`src/rtl/confidence_pkg.sv`:
```
// Shared types and widths for the confidence accumulator.
// Holds the FSM encoding and counter sizing.
package confidence_pkg;

  localparam int CONF_W_DEF = 10;
  localparam int PIX_CNT_W  = 10;

  typedef enum logic [1:0] {
    IDLE  = 2'd0,
    ACCUM = 2'd1,
    WRITE = 2'd2
  } state_t;

endpackage

```
`src/rtl/confidence_accum_sat_counter.sv`:
```
// Width-parameterised up-counter with clear.
// Sticks at all-ones instead of wrapping.
module sat_counter #(
  parameter int W = 10
) (
  input  logic         clk,
  input  logic         reset,
  input  logic         clr,
  input  logic         inc,
  output logic [W-1:0] count
);

  // clear wins over increment; hold once saturated
  always_ff @(posedge clk) begin
    if (reset || clr)
      count <= '0;
    else if (inc && (count != {W{1'b1}}))
      count <= count + 1'b1;
  end

endmodule

```
`src/rtl/confidence_accum.sv`:
```
// Counts template matches over one pixel window
// and strobes the final counts downstream.
module confidence_accum
  import confidence_pkg::*;
#(
  parameter int N_PIX  = 400,
  parameter int CONF_W = CONF_W_DEF
) (
  input  logic              CLK,
  input  logic              RESET,
  input  logic              START,
  input  logic              ABORT,
  input  logic              pix_valid,
  input  logic              pix_is_blk,
  input  logic              pix_is_wht,
  input  logic              tmpl_blk,
  output logic [CONF_W-1:0] confidence_BLK,
  output logic [CONF_W-1:0] confidence_WHT,
  output logic              WE,
  output logic              BUSY
);

  localparam logic [PIX_CNT_W-1:0] LAST =
    PIX_CNT_W'(N_PIX - 1);

  state_t               state;
  state_t               state_nx;
  logic [PIX_CNT_W-1:0] pix_cnt;
  logic                 clr;
  logic                 acc;
  logic                 inc_blk;
  logic                 inc_wht;

  // next state and window control; abort beats the last pixel
  always_comb begin
    state_nx = state;
    clr      = 1'b0;
    acc      = 1'b0;
    unique case (state)
      IDLE: begin
        if (START && !ABORT) begin
          clr      = 1'b1;
          state_nx = ACCUM;
        end
      end
      ACCUM: begin
        if (ABORT) begin
          state_nx = IDLE;
        end else if (pix_valid) begin
          acc = 1'b1;
          if (pix_cnt == LAST)
            state_nx = WRITE;
        end
      end
      WRITE:   state_nx = IDLE;
      default: state_nx = IDLE;
    endcase
  end

  // state register
  always_ff @(posedge CLK) begin
    if (RESET)
      state <= IDLE;
    else
      state <= state_nx;
  end

  // pixels seen in the current window
  always_ff @(posedge CLK) begin
    if (RESET || clr)
      pix_cnt <= '0;
    else if (acc)
      pix_cnt <= pix_cnt + 1'b1;
  end

  assign inc_blk = acc & tmpl_blk
                 & pix_is_blk & ~pix_is_wht;
  assign inc_wht = acc & ~tmpl_blk
                 & pix_is_wht & ~pix_is_blk;

  sat_counter #(.W(CONF_W)) u_blk (
    .clk   (CLK),
    .reset (RESET),
    .clr   (clr),
    .inc   (inc_blk),
    .count (confidence_BLK)
  );

  sat_counter #(.W(CONF_W)) u_wht (
    .clk   (CLK),
    .reset (RESET),
    .clr   (clr),
    .inc   (inc_wht),
    .count (confidence_WHT)
  );

  assign WE   = (state == WRITE);
  assign BUSY = (state != IDLE);

endmodule

```
`config.mk`:
```
export PLATFORM = sky130hd
export DESIGN_NAME = confidence_accum
export DESIGN_NICKNAME = d
export VERILOG_FILES = /design/src/rtl/confidence_pkg.sv /design/src/rtl/confidence_accum_sat_counter.sv /design/src/rtl/confidence_accum.sv
export SDC_FILE = /design/constraint.sdc
export NUM_CORES = 1
export LEC_CHECK = 0
export BUFFER_PORTS_ARGS = -buffer_cell sky130_fd_sc_hd__buf_2
export CAP_MARGIN = 20
export CORE_MARGIN = 5
export CORE_UTILIZATION = 25
export DETAILED_ROUTE_END_ITERATION = 12
export REMOVE_ABC_BUFFERS = 1
export SLEW_MARGIN = 0
export SYNTH_ARGS = -nofsm -noshare
export SYNTH_HDL_FRONTEND = slang
export SYNTH_SLANG_ARGS = --single-unit
export TNS_END_PERCENT = 1
```
`constraint.sdc`:
```
create_clock -name CLK -period 1.83 [get_ports CLK]
set_input_delay 0.366 -clock CLK [delete_from_list [all_inputs] [get_ports CLK]]
set_output_delay 0.366 -clock CLK [all_outputs]
set_load 0.005 [all_outputs]
```
* Word-level counts from Yosys, hierarchy flattened
Cells that the tools add are included.
** Storage, ports and cells
- Output and inout bits :: 22
- Register bits after elaboration :: 32
- Word-level logic and storage cells :: 42
- Input bits :: 8
** Cells by class
- Mux-type cells :: 10
- Reduce and logical (&&, ||, !) cells :: 8
- Add/subtract/negate cells :: 3
- Eq/ne operators :: 8
- Bitwise gates (word level) :: 9
** Operators with widths (count)
- adder 10 x 1 -> 10 bit (second input constant) :: 3
- inequality test 10 bit (second input constant) :: 2
- equality test 10 x 9 -> 1 bit (second input constant) :: 1
- two-way mux 2 bit :: 4
- AND 1 bit :: 6
- inequality test 3 bit (second input constant) :: 2
- two-way mux 1 bit :: 5
- case mux 2 bit (2 select lines) :: 1
- logical AND 1 bit :: 3
- NOT 1 bit :: 3
- AND reduction 3 bit :: 1
- equality test 2 x 1 -> 1 bit (second input constant) :: 1
- equality test 2 bit (second input constant) :: 1
- zero test 2 bit :: 1
- inequality test 2 bit (second input constant) :: 1
- nonzero test 2 bit :: 1
- zero test 1 bit :: 1
- logical OR 1 bit :: 1

* Depth between registers and ports, before layout
- Depth in word-level cells :: 7
- Depth in mapped cells :: 6
- Gate-level depth less buffers :: 5

* Cells and area by module
From an unflattened synthesis, not the netlist that was laid out.
** Unflattened totals
- Cells, all modules :: 187
- Area, all modules :: 1611.5 µm²
** By module, submodules not included
- sat_counter :: times used 2, cells each 57, area each 496.7 µm², sequential area each 200.2 µm²
- confidence_accum :: times used 1, cells each 73, area each 618.1 µm², sequential area each 240.2 µm²

* Worst setup path after synthesis
Ideal clock, no wire load.
- Path kind :: input-to-reg
- From :: in ABORT
- To :: reg u_wht.count[8]
- Setup time :: 116 ps
- Cell stages on the path :: 5
- Setup slack :: 162 ps
- Data arrival time :: 1553 ps
- Data required time :: 1714 ps
- Path buffers :: 1
- Cells stage by stage :: and4bb_4 buf_8 nand4_4 or4b_1 and3_1
** Between the ends
- Cells in the longest elaborated chain, start to end :: 6
- Elaborated cells between the ends (all ways) :: 11
- Classes of those cells :: mux (4); bitwise (3); reduce/logical (4)
** RTL lines
- start: declaration :: line confidence_accum.sv:12 : input logic ABORT,
- two-way mux 1 bit :: line confidence_accum.sv:47 : if (ABORT) begin
- two-way mux 1 bit :: line confidence_accum.sv:39 : unique case (state)
- AND 1 bit :: line confidence_accum.sv:78 : assign inc_wht = acc & ~tmpl_blk
- AND 1 bit (2 in series) :: line confidence_accum.sv:79 : & pix_is_wht & ~pix_is_blk;
- logical AND 1 bit :: line confidence_accum_sat_counter.sv:17 : else if (inc && (count != {W{1'b1}}))
- end signal: assignment :: line confidence_accum_sat_counter.sv:18 : count <= count + 1'b1;
- end: declaration :: line confidence_accum_sat_counter.sv:10 : output logic [W-1:0] count
Parallel ways exist; a longest one is shown, timed or not.
A chain may end at the register's enable or synchronous reset.

* Final worst setup path
- From :: reg state[0]
- To :: reg u_blk.count[3]
** Between the ends
- Cells in the longest elaborated chain, start to end :: 6
- Elaborated cells between the ends (all ways) :: 9
- Classes of those cells :: eq/ne (1); mux (2); bitwise (3); reduce/logical (3)
** RTL lines
- start: declaration :: line confidence_accum.sv:26 : state_t state;
- start signal: assignment :: line confidence_accum.sv:65 : state <= state_nx;
- equality test 2 x 1 -> 1 bit :: line confidence_accum.sv:39
- two-way mux 1 bit :: line confidence_accum.sv:39
- AND 1 bit :: line confidence_accum.sv:76 : assign inc_blk = acc & tmpl_blk
- AND 1 bit (2 in series) :: line confidence_accum.sv:77 : & pix_is_blk & ~pix_is_wht;
- logical AND 1 bit :: line confidence_accum_sat_counter.sv:17
- end signal: assignment :: line confidence_accum_sat_counter.sv:18
- end: declaration :: line confidence_accum_sat_counter.sv:10
Parallel ways exist; a longest one is shown, timed or not.

==> summary.md <==
| Metric | Value |
|---|---|
| Wire length per cell | `12.6 µm` |
| Critical Path Start | `state[0]$_SDFFE_PP0P_` |
| Worst setup SP type | `register` |
| Clock buffer depth | `2` |
| Run status | `finished clean` |
| Max cap viols | `0` |
| Finished Layout Cells | `slightly above 300` |
| Met1 wire length | `1.83 mm` |
| Placeable Area | `roughly 6700 µm²` |
| Synth top area cells | `dfxtp_1 38%, a21oi_1 4.7%, nand4_1 4.1%` |
| H-tree Lvls | `2` |
| Post-synth EDFFs | `0` |
| RSZ-0062 raised after global routing | `false` |
| Post-layout instance area | `about 2100 µm²` |
| VDD IR max | `around 0.25 mV` |
| Die area | `between 8000 and 9000 µm²` |
| Setup-failing EPs final | `0` |
| Reg area | `641 µm²` |
| Via/cell ratio | `between 5 and 6` |
| GRT overflow | `0` |
| Largest net degree at the start of global routing | `14` |
| Hpwl dp | `around 2.9 mm` |
| Crit-path max FO | `11` |
| Largest family of logic cells by synthesized area | `simple AND/OR/NAND/NOR gates` |
| Crit path DAT | `around 1900 ps` |
| Tmin final | `approximately 1700 ps` |
| Layout fillers | `a little over 700` |
| Postcts setup bufs | `0` |
| Synth cell types | `44` |
| Synthesis-to-layout area growth | `22.2%` |
| Die Wd | `~92 µm` |
| WL final | `between 3 and 4 mm` |
| Multi-input gate area | `955 µm²` |
| Adder-cell share of the synthesized area | `between 2 and 2.5%` |
| Net count, final | `around 240` |
| Post-synthesis sequential area ratio | `roughly 38%` |
| GRT Total Usage | `a little under a tenth` |
| Placed cell area | `between 1500 and 2000 µm²` |
| Initial antenna violation count | `0` |
| Gpl congestion | `roughly 0.77` |
| CTS Root Cell | `clkbuf_8` |
| Die Y | `roughly 92 µm` |
| Max Clock Skew | `between 8 and 9 ps` |
| DRC viols | `0` |
| I/O pin cnt | `30` |
| FMAX | `around 0.59 GHz` |
| DR WL met3 | `approximately 190 µm` |
| Critical register-to-register path endpoint | `u_blk.count[3]$_SDFFE_PP0P_` |
| Worst setup endpoint | `u_blk.count[3]$_SDFFE_PP0P_` |
| Starting Density | `about a quarter` |
| Min-Delay Path Class | `in2reg` |
| FF-to-FF path depth | `4` |
| Synth Area in Compound Gates | `between 10% and 20%` |
| ANT nets after route | `0` |
| Slew Limit Fails | `0` |
| Drt first pass iters | `4` |
| Area leader, netlist | `dfxtp_1` |
| Top cells by count, synth | `32 x dfxtp_1, 16 x a21oi_1, 14 x nand2_1` |
| Cell Area, Synth | `roughly 1700 µm²` |
| Via Count | `between 1.5k and 2k` |
| Flops & latches, synth | `32` |
| Diode count | `0` |
| Synth top area share | `38.0%` |
| Dpl cells | `roughly 300` |
| Hold Fails Final Rpt | `0` |
| CTS tree | `done` |
| Most common cell in the synthesized netlist | `dfxtp_1` |
| Leakage | `between 0.0007 and 0.0008 µW` |
| Top Metal Used | `met4` |
| Layout cells sized above 1 | `24.9%` |
| CTS buffer count | `5` |
| Clk slew on worst S/H paths | `70 ps` |
| # rows | `30` |
| Max_slew headroom | `slightly above 70%` |
| Drt first-iter violations | `52` |
| Mux share of post-synthesis cell area | `1.19%` |
| WP data required | `approximately 2100 ps` |
| CTS Hold Buffers Added | `0` |
| Synth Instances | `roughly 190` |
| DR WL met2 | `1.77 mm` |
| Final hold slack | `around 310 ps` |
| Slew of the pin with the lowest slew margin | `~400 ps` |
| Ys flop type | `dfxtp_1` |
| First-pass GRT wire length | `6.40 mm` |
| Synth warnings | `0` |
| Port bufs | `29` |
| Final setup TNS | `0 ps` |
| Ys async rst share | `0%` |
| Post-Synth Simple-Gate Area | `roughly a third` |
| Synth Area in XOR/XNOR | `about 4.2%` |
| Reg2reg setup slack | `130 ps` |
| Period utilisation layout | `between 90% and 100%` |
| Critical path type | `reg2reg` |
| Clock Latency Late Sink | `~290 ps` |
| CTS Sinks | `32` |
| Vias in the first global route | `1367` |
| Kind of end point of the critical path | `register` |
| Post-CTS sizing | `0` |
| Reg2reg start | `state[0]$_SDFFE_PP0P_` |
| PwrDens | `651 nW/µm²` |
| Avg Cell Area, Syn | `around 9 µm²` |
[sequential cells by signal, indices dropped and copies added (netlist names)]
| name | cells |
|---|---|
| pix_cnt | 10 |
| state | 2 |
| u_blk.count | 10 |
| u_wht.count | 10 |
[routing by layer]
layer  global-route usage (%)  up-vias
li1                         -      803
met1                     11.6      724
met5                        0        -
met2                     14.9       36
met4                     5.07        0
met3                     2.54        6
[metrics by stage]
step / utilization (%) / worst slack [ps] / power, µW
4_1_cts: 30.8 / 133 / 1370
2_1_floorplan: - / 101 / 741
6_report: 30.8 / 134 / 1340
3_5_place_dp: 29.4 / 20.1 / 781
5_1_grt: 30.8 / 22.3 / 1390
3_3_place_gp: 29.4 / 66.0 / 781
[cells by family after synthesis]
logic type | Yosys count
buf+inv | 13
compound gates | 39
mux | 2
fa+ha+maj | 3
simple gates | 92
flops | 32
xor+xnor | 8
[layout make-up]
cell class / count / share of cell area (%)
tap: 80 / 4.86
inverter: 5 / 0.911
sequential: 32 / 31.1
clock inverter: 1 / 0.364
timing repair buffer: 40 / 12.3
clock buffer: 7 / 4.19
multi-input combinational: 144 / 46.3
[worst min-delay path by stage]
stage          slack [ps]                          end  depth (start not counted)                         from
2_1_floorplan         440        state[0]$_SDFFE_PP0P_                          1                        ABORT
3_3_place_gp          480      pix_cnt[1]$_SDFFE_PP0N_                          2      pix_cnt[1]$_SDFFE_PP0N_
3_5_place_dp          490  u_wht.count[1]$_SDFFE_PP0P_                          2  u_wht.count[1]$_SDFFE_PP0P_
4_1_cts               300        state[0]$_SDFFE_PP0P_                          2                        RESET
5_1_grt               320        state[0]$_SDFFE_PP0P_                          2                        RESET
6_report              310        state[0]$_SDFFE_PP0P_                          2                        RESET
[cell usage in the layout, fill, tap and decap left out, types with 3 or more instances in the layout]
cell	n
a21oi_1	16
and2_1	3
and3_1	5
and4_1	3
buf_2	29
buf_4	9
clkbuf_8	6
dfxtp_1	32
ha_1	3
inv_1	5
nand2_1	14
nand3_1	8
nand4_1	11
nor2_1	11
nor3_1	4
nor4_1	4
o21ai_0	6
o31ai_1	8
or3_1	4
or4_1	9
xnor2_1	5
xor2_1	3
[report_power, final]
| part | internal (µW) | switching, µW | leakage (µW) |
|---|---|---|---|
| combinational | 30.8 | 33.4 | 0.000464 |
| sequential | 698 | 2.40 | 0.000258 |
| clock | 306 | 273 | 0.0000445 |
| total | 1030 | 309 | 0.000767 |
[worst max-delay path, stage by stage (launching register included)]
cell and delay, ps:
dfxtp_1 430, and4bb_4 370, nand2_2 160, or4_1 530, a21oi_1 140
(Power assumes the default switching activity.)
